<file path="config.mk">
export PLATFORM = sky130hd
export DESIGN_NAME = mul_add_pipe_flat
export DESIGN_NICKNAME = d
export VERILOG_FILES = /design/src/rtl/mul_add_pipe_pkg.sv /design/src/rtl/mul_add_pipe_if.sv /design/src/rtl/mul_add_pipe_stage.sv /design/src/rtl/mul_add_pipe.sv /design/src/flat_wrapper.sv
export SDC_FILE = /design/constraint.sdc
export NUM_CORES = 1
export LEC_CHECK = 0
export CORE_MARGIN = 1
export CORE_UTILIZATION = 60
export DETAILED_ROUTE_END_ITERATION = 8
export PLACE_DENSITY = 0.82
export REMOVE_ABC_BUFFERS = 1
export SYNTH_ARGS = -nofsm -noshare
export SYNTH_HDL_FRONTEND = slang
export SYNTH_SLANG_ARGS = --single-unit
</file>
<file path="constraint.sdc">
create_clock -name clk -period 4.9 [get_ports clk]
set_clock_uncertainty 0.05 [all_clocks]
set_input_delay 0.735 -clock clk [delete_from_list [all_inputs] [get_ports clk]]
set_output_delay 0.735 -clock clk [all_outputs]
set_load 0.1 [all_outputs]
</file>
<file path="src/rtl/mul_add_pipe_pkg.sv">
`default_nettype none
// ============================================================================
//  Module   : mul_add_pipe_pkg
//  Purpose  : Shared mode encodings and width helper for the multiply-add unit.
//  Revision : 1.0  initial release
// ============================================================================
package mul_add_pipe_pkg;

    localparam logic MODE_MULADD = 1'b0;
    localparam logic MODE_ACC    = 1'b1;

    // Four guard bits above the full product width give headroom for
    // sixteen worst-case accumulations before saturation.
    function automatic int default_acc_w(input int w);
        return 2 * w + 4;
    endfunction

endpackage : mul_add_pipe_pkg
`default_nettype wire

</file>
<file path="src/rtl/mul_add_pipe_if.sv">
`default_nettype none
// ============================================================================
//  Module   : mul_add_pipe_if
//  Purpose  : Operand/result handshake bundle for mul_add_pipe.
//  Revision : 1.0  initial release
// ============================================================================
interface mul_add_pipe_if
    import mul_add_pipe_pkg::*;
#(
    parameter int W     = 8,
    parameter int ACC_W = default_acc_w(W)
);
    logic             in_valid;
    logic             in_ready;
    logic [W-1:0]     a;
    logic [W-1:0]     b;
    logic [W-1:0]     c;
    logic             mode;
    logic             clr_acc;
    logic             out_valid;
    logic             out_ready;
    logic [ACC_W-1:0] out;
    logic             ovf;

    modport master (
        output in_valid, a, b, c, mode, clr_acc, out_ready,
        input  in_ready, out_valid, out, ovf
    );

    modport slave (
        input  in_valid, a, b, c, mode, clr_acc, out_ready,
        output in_ready, out_valid, out, ovf
    );

endinterface : mul_add_pipe_if
`default_nettype wire

</file>
<file path="src/rtl/mul_add_pipe_stage.sv">
`default_nettype none
// ============================================================================
//  Module   : pipe_stage
//  Purpose  : Enable-gated pipeline register carrying {valid, mode, data}.
//  Revision : 1.0  initial release
// ============================================================================
module pipe_stage #(
    parameter int DW = 16
) (
    input  logic          clk,
    input  logic          rst_n,
    input  logic          i_en,
    input  logic          i_valid,
    input  logic          i_mode,
    input  logic [DW-1:0] i_data,
    output logic          o_valid,
    output logic          o_mode,
    output logic [DW-1:0] o_data
);

    logic          r_valid;
    logic          r_mode;
    logic [DW-1:0] r_data;

    always_ff @(posedge clk or negedge rst_n) begin
        if (!rst_n) begin
            r_valid <= 1'b0;
            r_mode  <= 1'b0;
            r_data  <= '0;
        end else if (i_en) begin
            r_valid <= i_valid;
            r_mode  <= i_mode;
            r_data  <= i_data;
        end
    end

    assign o_valid = r_valid;
    assign o_mode  = r_mode;
    assign o_data  = r_data;

endmodule : pipe_stage
`default_nettype wire

</file>
<file path="src/rtl/mul_add_pipe.sv">
`default_nettype none
// ============================================================================
//  Module   : mul_add_pipe
//  Purpose  : Pipelined unsigned a*b+c with valid/ready flow control and a
//             saturating accumulate mode.
//  Revision : 1.0  initial release
// ============================================================================
module mul_add_pipe
    import mul_add_pipe_pkg::*;
#(
    parameter int W      = 8,
    parameter int STAGES = 3,
    parameter int ACC_W  = default_acc_w(W)
) (
    input  logic         clk,
    input  logic         rst_n,
    mul_add_pipe_if.slave bus
);

    localparam int SW  = 2 * W;
    localparam int AW1 = ACC_W + 1;

    if ((STAGES < 1) || (STAGES > 4)) begin : g_bad_stages
        $error("mul_add_pipe: STAGES must be in 1..4");
    end

    if (ACC_W < (2 * W + 1)) begin : g_bad_acc_w
        $error("mul_add_pipe: ACC_W must be at least 2*W+1");
    end

    logic             w_stall;
    logic             w_en;
    logic             w_fin_valid;
    logic             w_fin_mode;
    logic [SW-1:0]    w_fin_sum;

    logic             r_out_valid;
    logic [ACC_W-1:0] r_out;
    logic [ACC_W-1:0] r_acc;
    logic             r_ovf;

    // A single global stall: nothing moves while a result waits on the consumer.
    assign w_stall      = r_out_valid && !bus.out_ready;
    assign w_en         = !w_stall;
    assign bus.in_ready = w_en;

    if (STAGES == 1) begin : g_comb
        assign w_fin_valid = bus.in_valid;
        assign w_fin_mode  = bus.mode;
        assign w_fin_sum   = SW'(bus.a) * SW'(bus.b) + SW'(bus.c);
    end else begin : g_piped
        logic              w_s1_valid;
        logic              w_s1_mode;
        logic [3*W-1:0]    w_s1_ops;
        logic [W-1:0]      w_a1;
        logic [W-1:0]      w_b1;
        logic [W-1:0]      w_c1;
        logic [STAGES-2:0] w_v;
        logic [STAGES-2:0] w_m;
        logic [SW-1:0]     w_s [STAGES-1];

        pipe_stage #(
            .DW (3 * W)
        ) u_stage1 (
            .clk     (clk),
            .rst_n   (rst_n),
            .i_en    (w_en),
            .i_valid (bus.in_valid),
            .i_mode  (bus.mode),
            .i_data  ({bus.a, bus.b, bus.c}),
            .o_valid (w_s1_valid),
            .o_mode  (w_s1_mode),
            .o_data  (w_s1_ops)
        );

        assign {w_a1, w_b1, w_c1} = w_s1_ops;

        // The arithmetic sits right after the operand register; later stages
        // only delay the finished sum.
        assign w_v[0] = w_s1_valid;
        assign w_m[0] = w_s1_mode;
        assign w_s[0] = SW'(w_a1) * SW'(w_b1) + SW'(w_c1);

        for (genvar k = 1; k < STAGES - 1; k++) begin : g_delay
            pipe_stage #(
                .DW (SW)
            ) u_stage (
                .clk     (clk),
                .rst_n   (rst_n),
                .i_en    (w_en),
                .i_valid (w_v[k-1]),
                .i_mode  (w_m[k-1]),
                .i_data  (w_s[k-1]),
                .o_valid (w_v[k]),
                .o_mode  (w_m[k]),
                .o_data  (w_s[k])
            );
        end

        assign w_fin_valid = w_v[STAGES-2];
        assign w_fin_mode  = w_m[STAGES-2];
        assign w_fin_sum   = w_s[STAGES-2];
    end

    logic [ACC_W-1:0] w_acc_base;
    logic [AW1-1:0]   w_acc_sum;
    logic [ACC_W-1:0] w_acc_next;
    logic             w_acc_op;

    // A clear on the same edge as an accumulate is applied before the add.
    assign w_acc_base = bus.clr_acc ? '0 : r_acc;
    assign w_acc_sum  = {1'b0, w_acc_base} + AW1'(w_fin_sum);
    assign w_acc_next = w_acc_sum[ACC_W] ? '1 : w_acc_sum[ACC_W-1:0];
    assign w_acc_op   = w_en && w_fin_valid && (w_fin_mode == MODE_ACC);

    always_ff @(posedge clk or negedge rst_n) begin
        if (!rst_n) begin
            r_acc <= '0;
            r_ovf <= 1'b0;
        end else if (w_acc_op) begin
            r_acc <= w_acc_next;
            r_ovf <= (r_ovf && !bus.clr_acc) || w_acc_sum[ACC_W];
        end else if (bus.clr_acc) begin
            r_acc <= '0;
            r_ovf <= 1'b0;
        end
    end

    always_ff @(posedge clk or negedge rst_n) begin
        if (!rst_n) begin
            r_out_valid <= 1'b0;
            r_out       <= '0;
        end else if (w_en) begin
            r_out_valid <= w_fin_valid;
            if (w_fin_valid) begin
                r_out <= (w_fin_mode == MODE_ACC) ? w_acc_next : ACC_W'(w_fin_sum);
            end
        end
    end

    assign bus.out_valid = r_out_valid;
    assign bus.out       = r_out;
    assign bus.ovf       = r_ovf;

endmodule : mul_add_pipe
`default_nettype wire

</file>
<file path="src/flat_wrapper.sv">
// flat-port wrapper written by rule: the top's interface ports become plain ports
module mul_add_pipe_flat import mul_add_pipe_pkg::*;
#(
    parameter int W      = 8,
    parameter int STAGES = 3,
    parameter int ACC_W  = default_acc_w(W)
)
  (clk, rst_n, bus_in_valid, bus_a, bus_b, bus_c, bus_mode, bus_clr_acc, bus_out_ready, bus_in_ready, bus_out_valid, bus_out, bus_ovf);
  mul_add_pipe_if #(.W(W), .ACC_W(ACC_W)) bus_i ();
  input  logic clk;
  input  logic rst_n;
  input wire logic [$bits(bus_i.in_valid)-1:0] bus_in_valid;
  input wire logic [$bits(bus_i.a)-1:0] bus_a;
  input wire logic [$bits(bus_i.b)-1:0] bus_b;
  input wire logic [$bits(bus_i.c)-1:0] bus_c;
  input wire logic [$bits(bus_i.mode)-1:0] bus_mode;
  input wire logic [$bits(bus_i.clr_acc)-1:0] bus_clr_acc;
  input wire logic [$bits(bus_i.out_ready)-1:0] bus_out_ready;
  output wire logic [$bits(bus_i.in_ready)-1:0] bus_in_ready;
  output wire logic [$bits(bus_i.out_valid)-1:0] bus_out_valid;
  output wire logic [$bits(bus_i.out)-1:0] bus_out;
  output wire logic [$bits(bus_i.ovf)-1:0] bus_ovf;
  assign bus_i.in_valid = bus_in_valid;
  assign bus_i.a = bus_a;
  assign bus_i.b = bus_b;
  assign bus_i.c = bus_c;
  assign bus_i.mode = bus_mode;
  assign bus_i.clr_acc = bus_clr_acc;
  assign bus_i.out_ready = bus_out_ready;
  assign bus_in_ready = bus_i.in_ready;
  assign bus_out_valid = bus_i.out_valid;
  assign bus_out = bus_i.out;
  assign bus_ovf = bus_i.ovf;
  mul_add_pipe #(.W(W), .STAGES(STAGES), .ACC_W(ACC_W)) u_core (.clk(clk), .rst_n(rst_n), .bus(bus_i));
endmodule
</file>
==> flow_metrics.env <==
export IMPL_diodes=0
export IMPL_crit_top_cell="fa_1"
export IMPL_clkLatencyLatePin_ns=0.38
export IMPL_cts_buffers=9
export IMPL_initial_core_util=0.627
export IMPL_yosys_cell_types_count=47
export IMPL_drive_gt1_frac=0.0372
export IMPL_gr_usage_all_layers=0.256
export IMPL_core_area_mm2=0.0105
export IMPL_path_clk_slew_ns=0.08
export IMPL_tns_ns=0
export IMPL_grt_use_met3=0.0602
export IMPL_path_cells="nand2_1, fa_1, inv_1, fa_1, ha_1, inv_1, fa_1, inv_1, fa_1, a21o_1, a21oi_1, o21ai_0, and2_1, a211o_1, nor4_1, nor3b_1"
export IMPL_place_area_mm2=0.00721
export IMPL_via_per_inst=5.65
export IMPL_syn_cell_area_mm2=0.00659
export IMPL_cp_end_kind="flop"
export IMPL_hold_violations=0
export IMPL_fin_area_mm2=0.00736
export IMPL_slowest_delay_ns=0.53
export IMPL_post_route_period_util=0.940
export IMPL_arrival_ns=4.82
export IMPL_synth_cells_most_frequent="nand2_1, dfrtp_1, inv_1"
export IMPL_synthFlopType="dfrtp_1"
export IMPL_wl_um=13100
export IMPL_antenna_found_initial=0
export IMPL_cts_tree="yes"
export IMPL_syn2layout_area_growth_pct=11.6
export IMPL_drv_slew=0
export IMPL_min_period_ns=4.61
export IMPL_root_buffer="clkbuf_8"
export IMPL_fin_util=0.700
export IMPL_yosysSeqAreaShare=0.326
export IMPL_critical_path_class="flop to flop"
export IMPL_use_met2=0.438
export IMPL_max_cap_violations=0
export IMPL_grt_overflow_total=0
export IMPL_synth_area_top_cells="dfrtp_1, fa_1, ha_1, nand2_1, and2_1"
export IMPL_grt_pass1_wl_um=23200
export IMPL_start_kind="flop"
export IMPL_die_area_mm2=0.0114
export IMPL_globalplace_congestion=0.896
export IMPL_crit_fanout=9
export IMPL_ys_seq_elements=86
export IMPL_hold_buffers=0
export IMPL_grt_pass1_vias=5147
export IMPL_cts_sinks=86
export IMPL_outcome="finished, final reports clean"
export IMPL_clock_fmax_ghz=0.217
export IMPL_route_detailed_drc=0
export IMPL_dieHeight_um=107
export IMPL_grt_busiest_layer="met2"
export IMPL_max_slew_margin=0.302
export IMPL_synthCells=738
export IMPL_clk_path_buf_depth=2
export IMPL_place_ws_ns=0.241
export IMPL_cts_repair_resized=0
export IMPL_grt_setup_unrepaired="false"
export IMPL_first_iter_violations=234
export IMPL_io_pins=53
export IMPL_ys_async_sr_fraction=1.00
export IMPL_timing_final_ws_setup_ns=0.294
export IMPL_wire_per_inst_um=14.3
export IMPL_h_tree_depth=3
export IMPL_yosysTopAreaCellShare=0.326
export IMPL_worst_pin_slew_ns=1.05
export IMPL_cp_required_ns=5.12
export IMPL_ant_nets=0
export IMPL_avgSynthCellArea_um2=8.93
export IMPL_firstDrtPassIters=4
export IMPL_grt_start_max_net_pins=87
export IMPL_dp_hpwl_um=9750
export IMPL_yosysWarnings=0
export IMPL_cpMaxStageDelayCell="fa_1"
export IMPL_die_w_um=107
export IMPL_num_rows=37
export IMPL_yosysMostFrequentCell="nand2_1"
export IMPL_setup_viol=0
export IMPL_port_buffers=52
export IMPL_synth_edf_count=0
export IMPL_vias=5179
export IMPL_cts_setup_buffers=0
export IMPL_met1_usage=0.315
export IMPL_hp_class="flop to flop"
export IMPL_synth_top_cell_by_area="dfrtp_1"
export IMPL_nets=905
## critical path: cells and delay by family (launching register included)
kind                       cells  cell delay (ns)
buffers and inverters          3             0.16
AOI/OAI and AO/OA              4             0.95
adders and majority gates      5             2.26
DFF                            1             0.50
and+or+nand+nor                4             0.57
## layer usage
| layer | wire, um | vias up |
|---|---|---|
| met5 | 0 | - |
| met2 | 6480 | 135 |
| met3 | 672 | 33 |
| li1 | - | 2507 |
| met1 | 5660 | 2504 |
| met4 | 304 | 0 |
## cell families (layout without fill, tap and decap cells)
kind of cell | after synthesis | after routing | synth area share
buffers and inverters | 99 | 141 | 0.0575
multiplexers | 8 | 8 | 0.0123
AO/OA/AOI/OAI | 153 | 153 | 0.145
AND/OR/NAND/NOR | 274 | 274 | 0.196
flip-flops | 86 | 86 | 0.326
XOR/XNOR | 21 | 21 | 0.0279
adder cells (fa/ha/maj) | 97 | 97 | 0.235
## final timing paths
check	slack (ns)	end	from	cells past startpoint
worst max register to register	0.29	u_core.g_piped.g_delay[1].u_stage.o_data[15]	u_core.g_piped.u_stage1.o_data[19]	16
worst max-delay path	0.29	u_core.g_piped.g_delay[1].u_stage.o_data[15]	u_core.g_piped.u_stage1.o_data[19]	16
min in group asynchronous	0.48	u_core.bus.ovf	rst_n	1
worst min register to register	0.42	u_core.g_piped.u_stage1.o_valid	u_core.g_piped.u_stage1.o_valid	2
max in group asynchronous	3.59	u_core.g_piped.u_stage1.o_data[9]	rst_n	1
worst min-delay path	0.42	u_core.g_piped.u_stage1.o_valid	u_core.g_piped.u_stage1.o_valid	2
## registers in the layout, indices dropped and copies added, names as in the netlist
name / flops
u_core.g_piped.g_delay.u_stage.o_mode: 1
u_core.bus.ovf: 1
u_core.g_piped.u_stage1.o_valid: 1
u_core.bus.out: 20
u_core.r_acc: 20
u_core.g_piped.u_stage1.o_data: 24
u_core.g_piped.g_delay.u_stage.o_data: 16
u_core.g_piped.g_delay.u_stage.o_valid: 1
u_core.g_piped.u_stage1.o_mode: 1
u_core.bus.out_valid: 1
## metrics by stage
| step | std cells | hold WS, ns |
|---|---|---|
| floorplan | 708 | 0.389 |
| global placement | 903 | 0.401 |
| finish | 916 | 0.420 |
| detailed placement | 903 | 0.408 |
| global route | 916 | 0.458 |
| CTS | 916 | 0.426 |
## layout by cell type (no fill, tap or decap), types with 4 or more instances in the layout
| master | synthesis | layout |
|---|---|---|
| ha_1 | 52 | 52 |
| nor2_1 | 28 | 28 |
| and2_1 | 44 | 44 |
| a2111oi_0 | 5 | 4 |
| o21a_1 | 5 | 5 |
| a31oi_1 | 9 | 9 |
| nand2_1 | 142 | 142 |
| nand4_1 | 4 | 4 |
| buf_4 | 0 | 9 |
| a21o_1 | 18 | 18 |
| dfrtp_1 | 86 | 84 |
| clkbuf_8 | 0 | 9 |
| nor3_1 | 7 | 7 |
| fa_1 | 45 | 45 |
| o21ai_0 | 50 | 50 |
| xor2_1 | 9 | 9 |
| mux2i_1 | 7 | 7 |
| xnor2_1 | 12 | 12 |
| clkdlybuf4s50_1 | 0 | 50 |
| a21oi_1 | 39 | 39 |
| inv_1 | 69 | 69 |
| nor2b_1 | 19 | 18 |
| nand2b_1 | 11 | 11 |
## layout make-up
type	count	area, um^2
Inverter	69	259
Tap cell	136	170
Timing Repair Buffer	59	568
Clock inverter	3	15.0
Fill cell	866	3150
Sequential cell	86	2150
Clock buffer	10	128
Multi-Input combinational cell	553	4070
Power is left out: the tool's default activity adds up to more than one toggle a clock period on the data nets, which glitch-free logic cannot reach.
